==> src/rtl/cdb_pkg.sv <==
// Shared CDB write-back definitions: default widths, broadcast bus type, source indices.
package cdb_pkg;
  localparam int CDB_NUM_SRC = 3;
  localparam int CDB_TAG_W   = 3;
  localparam int CDB_DATA_W  = 32;
  localparam int CDB_SRC_W   = $clog2(CDB_NUM_SRC);

  localparam int SRC_RES1_U0 = 0;
  localparam int SRC_RES1_U1 = 1;
  localparam int SRC_RES2    = 2;

  typedef struct packed {
    logic                  valid;
    logic [CDB_TAG_W-1:0]  tag;
    logic [CDB_DATA_W-1:0] data;
    logic [CDB_SRC_W-1:0]  src;
  } cdb_bus_t;
endpackage

==> src/rtl/cdb_rr_picker.sv <==
// One-hot request picker: round-robin from ptr, or lowest-index-first when
// CDB_FIXED_PRIO_EN is defined (ptr is then ignored).
module cdb_rr_picker #(
  parameter int NUM_SRC = 3,
  parameter int SRC_W   = (NUM_SRC > 1) ? $clog2(NUM_SRC) : 1
) (
  input  logic [NUM_SRC-1:0] req,
  input  logic [SRC_W-1:0]   ptr,
  output logic [NUM_SRC-1:0] grant,
  output logic [SRC_W-1:0]   idx,
  output logic               any
);
`ifdef CDB_FIXED_PRIO_EN
  logic unused_ptr;
  assign unused_ptr = ^ptr;
`endif

  always_comb begin
    int j;
    j     = 0;
    grant = '0;
    idx   = '0;
    any   = 1'b0;
    for (int k = 0; k < NUM_SRC; k++) begin
`ifdef CDB_FIXED_PRIO_EN
      j = k;
`else
      j = (int'(ptr) + k) % NUM_SRC;
`endif
      if (req[j] && !any) begin
        any      = 1'b1;
        grant[j] = 1'b1;
        idx      = SRC_W'(j);
      end
    end
  end
endmodule

==> src/rtl/cdb_arbiter.sv <==
// CDB transmitter: per-source one-entry result buffers arbitrated onto a registered
// broadcast bus. Define CDB_FIXED_PRIO_EN for fixed lowest-index-first priority.
module cdb_arbiter
  import cdb_pkg::*;
#(
  parameter int NUM_SRC = CDB_NUM_SRC,
  parameter int TAG_W   = CDB_TAG_W,
  parameter int DATA_W  = CDB_DATA_W,
  parameter int SRC_W   = (NUM_SRC > 1) ? $clog2(NUM_SRC) : 1
) (
  input  logic                      clk,
  input  logic                      rst_n,
  input  logic                      flush,
  input  logic [NUM_SRC-1:0]        src_valid,
  output logic [NUM_SRC-1:0]        src_ready,
  input  logic [NUM_SRC*TAG_W-1:0]  src_tag,
  input  logic [NUM_SRC*DATA_W-1:0] src_data,
  output logic                      cdb_valid,
  output logic [TAG_W-1:0]          cdb_tag,
  output logic [DATA_W-1:0]         cdb_data,
  output logic [SRC_W-1:0]          cdb_src
);
  logic [NUM_SRC-1:0]             hold_v, grant, accept;
  logic [NUM_SRC-1:0][TAG_W-1:0]  hold_tag;
  logic [NUM_SRC-1:0][DATA_W-1:0] hold_data;
  logic [SRC_W-1:0]               pick_ptr, gnt_idx;
  logic                           gnt_any;

  // A buffer being granted frees this cycle, so it can reload back-to-back.
  assign src_ready = ~hold_v | grant;
  assign accept    = src_valid & src_ready;

  cdb_rr_picker #(.NUM_SRC(NUM_SRC), .SRC_W(SRC_W)) u_pick (
    .req   (hold_v),
    .ptr   (pick_ptr),
    .grant (grant),
    .idx   (gnt_idx),
    .any   (gnt_any)
  );

`ifdef CDB_FIXED_PRIO_EN
  assign pick_ptr = '0;
`else
  logic [SRC_W-1:0] rr_ptr;
  assign pick_ptr = rr_ptr;

  always_ff @(posedge clk or negedge rst_n) begin
    if (!rst_n)       rr_ptr <= '0;
    else if (flush)   rr_ptr <= '0;
    else if (gnt_any) rr_ptr <= (gnt_idx == SRC_W'(NUM_SRC-1)) ? '0 : gnt_idx + SRC_W'(1);
  end
`endif

  always_ff @(posedge clk or negedge rst_n) begin
    if (!rst_n) begin
      hold_v    <= '0;
      hold_tag  <= '0;
      hold_data <= '0;
    end else begin
      for (int i = 0; i < NUM_SRC; i++) begin
        if (flush) begin
          hold_v[i] <= 1'b0;
        end else if (accept[i]) begin
          hold_v[i]    <= 1'b1;
          hold_tag[i]  <= src_tag[i*TAG_W +: TAG_W];
          hold_data[i] <= src_data[i*DATA_W +: DATA_W];
        end else if (grant[i]) begin
          hold_v[i] <= 1'b0;
        end
      end
    end
  end

  // Payload fields hold across idle cycles; only valid pulses.
  always_ff @(posedge clk or negedge rst_n) begin
    if (!rst_n) begin
      cdb_valid <= 1'b0;
      cdb_tag   <= '0;
      cdb_data  <= '0;
      cdb_src   <= '0;
    end else if (flush) begin
      cdb_valid <= 1'b0;
    end else if (gnt_any) begin
      cdb_valid <= 1'b1;
      cdb_tag   <= hold_tag[gnt_idx];
      cdb_data  <= hold_data[gnt_idx];
      cdb_src   <= gnt_idx;
    end else begin
      cdb_valid <= 1'b0;
    end
  end
endmodule
==> config.mk <==
export PLATFORM = sky130hd
export DESIGN_NAME = cdb_arbiter
export DESIGN_NICKNAME = d
export VERILOG_FILES = /design/src/rtl/cdb_pkg.sv /design/src/rtl/cdb_rr_picker.sv /design/src/rtl/cdb_arbiter.sv
export SDC_FILE = /design/constraint.sdc
export NUM_CORES = 1
export LEC_CHECK = 0
export ABC_CLOCK_PERIOD_IN_PS = 2800
export CAP_MARGIN = 20
export CORE_ASPECT_RATIO = 0.7
export CORE_UTILIZATION = 45
export CTS_CLUSTER_DIAMETER = 50
export DETAILED_ROUTE_END_ITERATION = 8
export PLACE_DENSITY_LB_ADDON = 0.15
export SLEW_MARGIN = 10
export SYNTH_ARGS = -nofsm -noshare
export SYNTH_HDL_FRONTEND = slang
export SYNTH_HIERARCHICAL = 1
export SYNTH_SLANG_ARGS = --single-unit
export TNS_END_PERCENT = 10
==> constraint.sdc <==
create_clock -name clk -period 2.8 [get_ports clk]
set_clock_uncertainty 0.1 [all_clocks]
set_input_delay 0.56 -clock clk [delete_from_list [all_inputs] [get_ports clk]]
set_output_delay 0.56 -clock clk [all_outputs]
set_load 0.02 [all_outputs]
==> impl_metrics.json, run 1 <==
{
  "num_rows": 36,
  "post-dp-hpwl_um": 11000,
  "layout_common_cells": "dfrtp_1 (147), clkdlybuf4s50_1 (147), mux2_4 (58)",
  "clock.fmax_mhz": 337,
  "crit_fanout": 9,
  "synth_edf_count": 0,
  "grt-ovfl-total": 0,
  "relSlewSlack": 0.581,
  "numCtsBuffers": 17,
  "grt_pass1_wl_um": 27500,
  "syn_avg_cell_area_um2": 12.5,
  "rsz0062_at_grt": "true",
  "synth_top_flop_cell": "dfrtp_1",
  "ioPinCount": 152,
  "p_leak_nw": 4.23,
  "crit_top_cell": "buf_6",
  "netlist_area_um2": 6720,
  "clockRootBuffer": "clkbuf_16",
  "grt_max_degree": 56,
  "layout.nets": 849,
  "fin_cells": 937,
  "initialDrtViolationCount": 231,
  "fin_crit_sh": 1.06,
  "finalPower_mw": 10.5,
  "drive_gt1_frac": 0.360,
  "grt_usage": 0.236,
  "clock_path_buffers": 2,
  "power_density_nw_per_um2": 1050,
  "synth_seq_area_share": 0.551,
  "drcViolationCount": 0,
  "vias": 5019,
  "core_area_um2": 14200,
  "status": "finished, violations left",
  "worst_slack_ps": -165,
  "cts_tree": "done",
  "die_area_um2": 15400,
  "diodes": 0,
  "synthArstFlopShare": 1.00,
  "setup_viol": 73,
  "viasPerCell": 5.36,
  "synth_top_area_cell": "dfrtp_1",
  "wl_um": 19600,
  "whs_ps": -9.86,
  "finalCriticalPeriod_ps": 2960,
  "syn2layout_area_growth_pct": 48.3,
  "wl_per_cell_um": 21.0,
  "critical_path.cell_chain": "buf_6 > ha_4 > nand3b_1 > o21ai_2 > a21oi_2 > a31oi_1 > nor2b_1 > buf_4 > buf_6 > nor3b_4 > buf_6 > clkbuf_16 > mux2_2",
  "critical_path_class": "reg2reg",
  "hold_viol": 18,
  "worst_setup_path_start_kind": "flop",
  "arrival_ps": 3170,
  "yosysWarningCount": 6,
  "drtAntennaViolNets": 0,
  "clkSlewWorstSetupHoldPaths_ps": 60,
  "tns_ps": -8000,
  "start_util": 0.472,
  "port_buffers": 151,
  "drtPass1Iterations": 4,
  "postSynthCellCount": 538,
  "clock_latency_ps": 420,
  "gp_congestion": 0.949,
  "critPathMaxStageDelay_ps": 480,
  "cp_slowest_cell": "dfrtp_2",
  "synth_top_area_share": 0.551,
  "dp_cells": 878,
  "post-route-util": 0.700,
  "final_max_slew_viol_count": 0,
  "path_delay_family": "buffers and inverters",
  "antenna_found_initial": 1,
  "peakVddDrop_mv": 0.515,
  "violations": "hold timing, setup timing",
  "critPathRequiredTime_ps": 3010,
  "htreeDepth": 4,
  "crit_path_end_kind": "flop",
  "synth.net_count": 653,
  "die_w_um": 148,
  "hold_path.class": "in2async",
  "maxCapViolations": 0,
  "ys_ff_latch": 148,
  "cts_sinks": 148,
  "grt_pass1_vias": 5234,
  "worst_pin_slew_ps": 627,
  "path_buf_inv": 5,
  "die_h_um": 104,
  "ys_top_cells_by_area": "dfrtp_1 (55%), mux2_2 (16%), mux2i_1 (5.8%), a31oi_1 (3.3%), or2_2 (3.2%)",
  "ys_types": 40
}
cells in the mapped netlist (2+ instances only):
cell type and number:
a21oi_1 5, a31oi_1 35, and3b_1 2, buf_1 3, buf_2 9, buf_4 2, buf_6 13, clkbuf_1 6
dfrtp_1 148, ha_1 4, inv_1 7, mux2_1 9, mux2_2 98, mux2i_1 39, nand2_1 37, nand2b_1 3
nand3_1 2, nor2_1 48, nor2b_1 9, nor3b_4 3, o21ai_0 2, o21ai_1 2, o31ai_1 2, or2_2 34
layout make-up:
cell class / count / area (um^2)
Tap cell: 190 / 238
Clock buffer: 20 / 467
Fill cell: 1021 / 4270
Multi-Input combinational cell: 349 / 3130
Sequential cell: 148 / 3700
Inverter: 7 / 31.3
Timing Repair Buffer: 211 / 2260
Clock inverter: 12 / 129
kinds of logic after synthesis:
| family | synth area share |
|---|---|
| compound gates | 0.0558 |
| mux | 0.239 |
| flops | 0.551 |
| buf+inv | 0.0404 |
| fa+ha+maj | 0.00745 |
| simple gates | 0.106 |
power breakdown:
| part | total, mW | internal (mW) | switching [mW] |
|---|---|---|---|
| combinational | 4.78 | 2.60 | 2.18 |
| sequential | 3.40 | 2.93 | 0.468 |
| clock | 2.29 | 1.38 | 0.913 |
| total | 10.5 | 6.92 | 3.56 |
per-layer routing:
metal / vias to the layer above / wire (um) / global-route usage
met5: - / 11 / 0
met4: 2 / 314 / 0.0751
met3: 31 / 1220 / 0.0614
met2: 160 / 9090 / 0.384
met1: 2545 / 9000 / 0.306
li1: 2281 / - / -
registers in the layout (all words and copies together), names as in the netlist:
register and flops:
cdb_src 2, cdb_tag 3, hold_data 96, hold_tag 9
cdb_data 32, cdb_valid 1, pick_ptr 2, hold_v 3
final timing paths:
kind	startpoint	endpoint	slack [ps]	cells after the start
worst min-delay path	rst_n	hold_data[6]	-10	1
min in group clk	cdb_data[21]	cdb_data[21]	400	1
worst min register to register	cdb_data[21]	cdb_data[21]	400	1
max in group asynchronous	rst_n	cdb_data[22]	1890	2
worst max-delay path	pick_ptr[1]	hold_data[82]	-160	13
worst max register to register	pick_ptr[1]	hold_data[82]	-160	13
what timing repair did:
action                                  CTS  global route
pin swaps                                 6            12
hold buffers                              0             0
endpoints found under the setup margin  120           130
setup buffers                             7             8
gates cloned                              1            11
resized for setup                        31            88
hold endpoints to repair                  0             0
per-stage QoR:
stage          instance area [um^2]  hold slack (ps)  worst slack [ps]
6_report                       9960            -9.86              -165
5_1_grt                        9960             20.0              -230
4_1_cts                        9370             6.02             -65.1
3_5_place_dp                   8600              382             -95.7
3_3_place_gp                   8600              366             -16.6
2_1_floorplan                  6720              164               172
(Power assumes the default switching activity.)
==> run 2: changes to the inputs <==
- PLACE_DENSITY: unset -> 0.76
- PLACE_DENSITY_LB_ADDON: 0.15 -> unset
==> run 2 against run 1 <==
The flow finishes with violations (setup timing); critical path depth fell by 4; sequential cell count did not move; via count fell by 3.3%; die area did not move; combinational power fell by 6.5%; first-iteration DRC count rose by 5.6%; power fell by 3.9%; hold slack improved by 36 ps; setup slack improved by 130 ps; count of clock-buffer cells in the layout rose by 3; critical path type is now reg2out; highest routed layer is now met4.
==> impl_metrics.json, run 2 (same netlist as run 1, synthesis figures left out) <==
{
  "status": "finished, violations left",
  "violations": "setup timing",
  "vias": 4853,
  "crit_fanout": 8,
  "core_area_um2": 14200,
  "grt_pass1_vias": 4976,
  "fin_crit_sh": 1.01,
  "finalCriticalPeriod_ps": 2830,
  "port_buffers": 151,
  "rsz0062_at_grt": "true",
  "layout.nets": 838,
  "cts_tree": "done",
  "start_util": 0.472,
  "crit_path_end_kind": "output port",
  "grt_max_degree": 61,
  "final_max_slew_viol_count": 0,
  "crit_start": "pick_ptr[0]",
  "dpl_worst_slack_ps": -163,
  "largest_reg_flops": 96,
  "grt-ovfl-total": 0,
  "critPathMaxStageDelay_ps": 440,
  "antenna_found_initial": 1,
  "tns_ps": -217,
  "wl_per_cell_um": 18.5,
  "hold_buffers": 0,
  "die_w_um": 148,
  "post-dp-hpwl_um": 11400,
  "syn2layout_area_growth_pct": 41.6,
  "clockRootBuffer": "clkbuf_16",
  "critical_path.cell_chain": "inv_4 > ha_4 > nor2b_4 > and3b_1 > o211ai_1 > a21oi_1 > nor2b_1 > inv_1 > buf_6",
  "worst_slack_ps": -30.1,
  "drcViolationCount": 0,
  "maxCapViolations": 0,
  "drtPass1Iterations": 4,
  "reg2regPathDepth": 14,
  "worst_pin_slew_ps": 571,
  "initialDrtViolationCount": 244,
  "path_buf_inv": 3,
  "cp_slowest_cell": "dfrtp_2",
  "worstReg2RegStart": "pick_ptr[0]",
  "drive_gt1_frac": 0.332,
  "critPathRequiredTime_ps": 2140,
  "clock_latency_ps": 410,
  "hold_viol": 0,
  "ff2ff_setup_slack_ps": -20,
  "viasPerCell": 5.22,
  "hold_path.class": "in2async",
  "setup_viol": 20,
  "grt_pass1_wl_um": 26100,
  "htreeDepth": 4,
  "layout_common_cells": "clkdlybuf4s50_1 (147), dfrtp_1 (146), mux2_2 (97)",
  "die_area_um2": 15400,
  "arrival_ps": 2170,
  "relSlewSlack": 0.618,
  "largest_register": "hold_data",
  "clock_path_buffers": 2,
  "critical_path_class": "reg2out",
  "gp_congestion": 0.884,
  "ioPinCount": 152,
  "cts_sinks": 148,
  "grt_usage": 0.224,
  "rr_endpoint": "cdb_data[28]",
  "peakVddDrop_mv": 0.485,
  "layout_commonest_cell": "clkdlybuf4s50_1",
  "nFillCells": 1048,
  "post-route-util": 0.669,
  "worst_setup_path_start_kind": "flop",
  "clkSlewWorstSetupHoldPaths_ps": 60,
  "num_rows": 36,
  "power_density_nw_per_um2": 1060,
  "die_h_um": 104,
  "path_delay_family": "flip-flops",
  "p_leak_nw": 3.92,
  "wl_um": 17200,
  "whs_ps": 25.9,
  "drtAntennaViolNets": 0,
  "numCtsBuffers": 17,
  "clock.fmax_mhz": 353,
  "reg_top3": "hold_data: 96 flops, cdb_data: 32 flops, hold_tag: 9 flops"
}
[run 2: changes by cell type in the layout (fill, tap and decap cells not counted), moves of 3 or more]
cell,change
buf_6,-9
mux2_1,+9
clkbuf_16,-3
diode_2,+3
mux2_4,-57
clkbuf_1,+3
clkinvlp_4,-3
mux2_2,+48
[run 2: worst max path at each step]
stage / end / slack [ps] / cells past startpoint
3_5_place_dp: src_ready[0] / -160 / 9
4_1_cts: src_ready[0] / -40 / 9
6_report: src_ready[1] / -30 / 9
2_1_floorplan: hold_data[25] / 170 / 11
5_1_grt: src_ready[0] / -190 / 9
3_3_place_gp: src_ready[0] / -110 / 9
[run 2: layout make-up]
type	instances	area (um^2)	area share
multi-input cells	349	2890	0.303
diodes	3	7.51	0.000789
flip-flops and latches	148	3710	0.389
repair buffers	200	2070	0.217
clock inverters	9	103	0.0108
inverters	7	28.8	0.00302
well taps	190	238	0.0250
clock buffers	23	478	0.0502
[run 2: per-stage QoR]
step | power, mW | cells | cell area, um^2
floorplan | 5.83 | 538 | 6720
global placement | 7.27 | 877 | 8600
detailed placement | 7.44 | 877 | 8600
CTS | 9.73 | 910 | 9220
global route | 10.6 | 926 | 9510
finish | 10.1 | 929 | 9520
[run 2: power by group]
group | total (mW) | internal (mW) | switching [mW]
clock | 2.21 | 1.38 | 0.833
sequential | 3.39 | 2.93 | 0.459
combinational | 4.47 | 2.39 | 2.07
[run 2: metal layers]
metal	vias up	GRT usage	part of all wire
met5	-	0	0
met4	0	0.0582	0.0028
met3	9	0.0781	0.076
met2	175	0.351	0.47
met1	2418	0.295	0.45
li1	2251	-	-
[run 2: repair_timing]
action	4_1_cts	5_1_grt
pin swaps	3	9
gates cloned	0	3
gates resized for setup	26	24
setup buffers	1	13
endpoints found under the setup margin	105	131
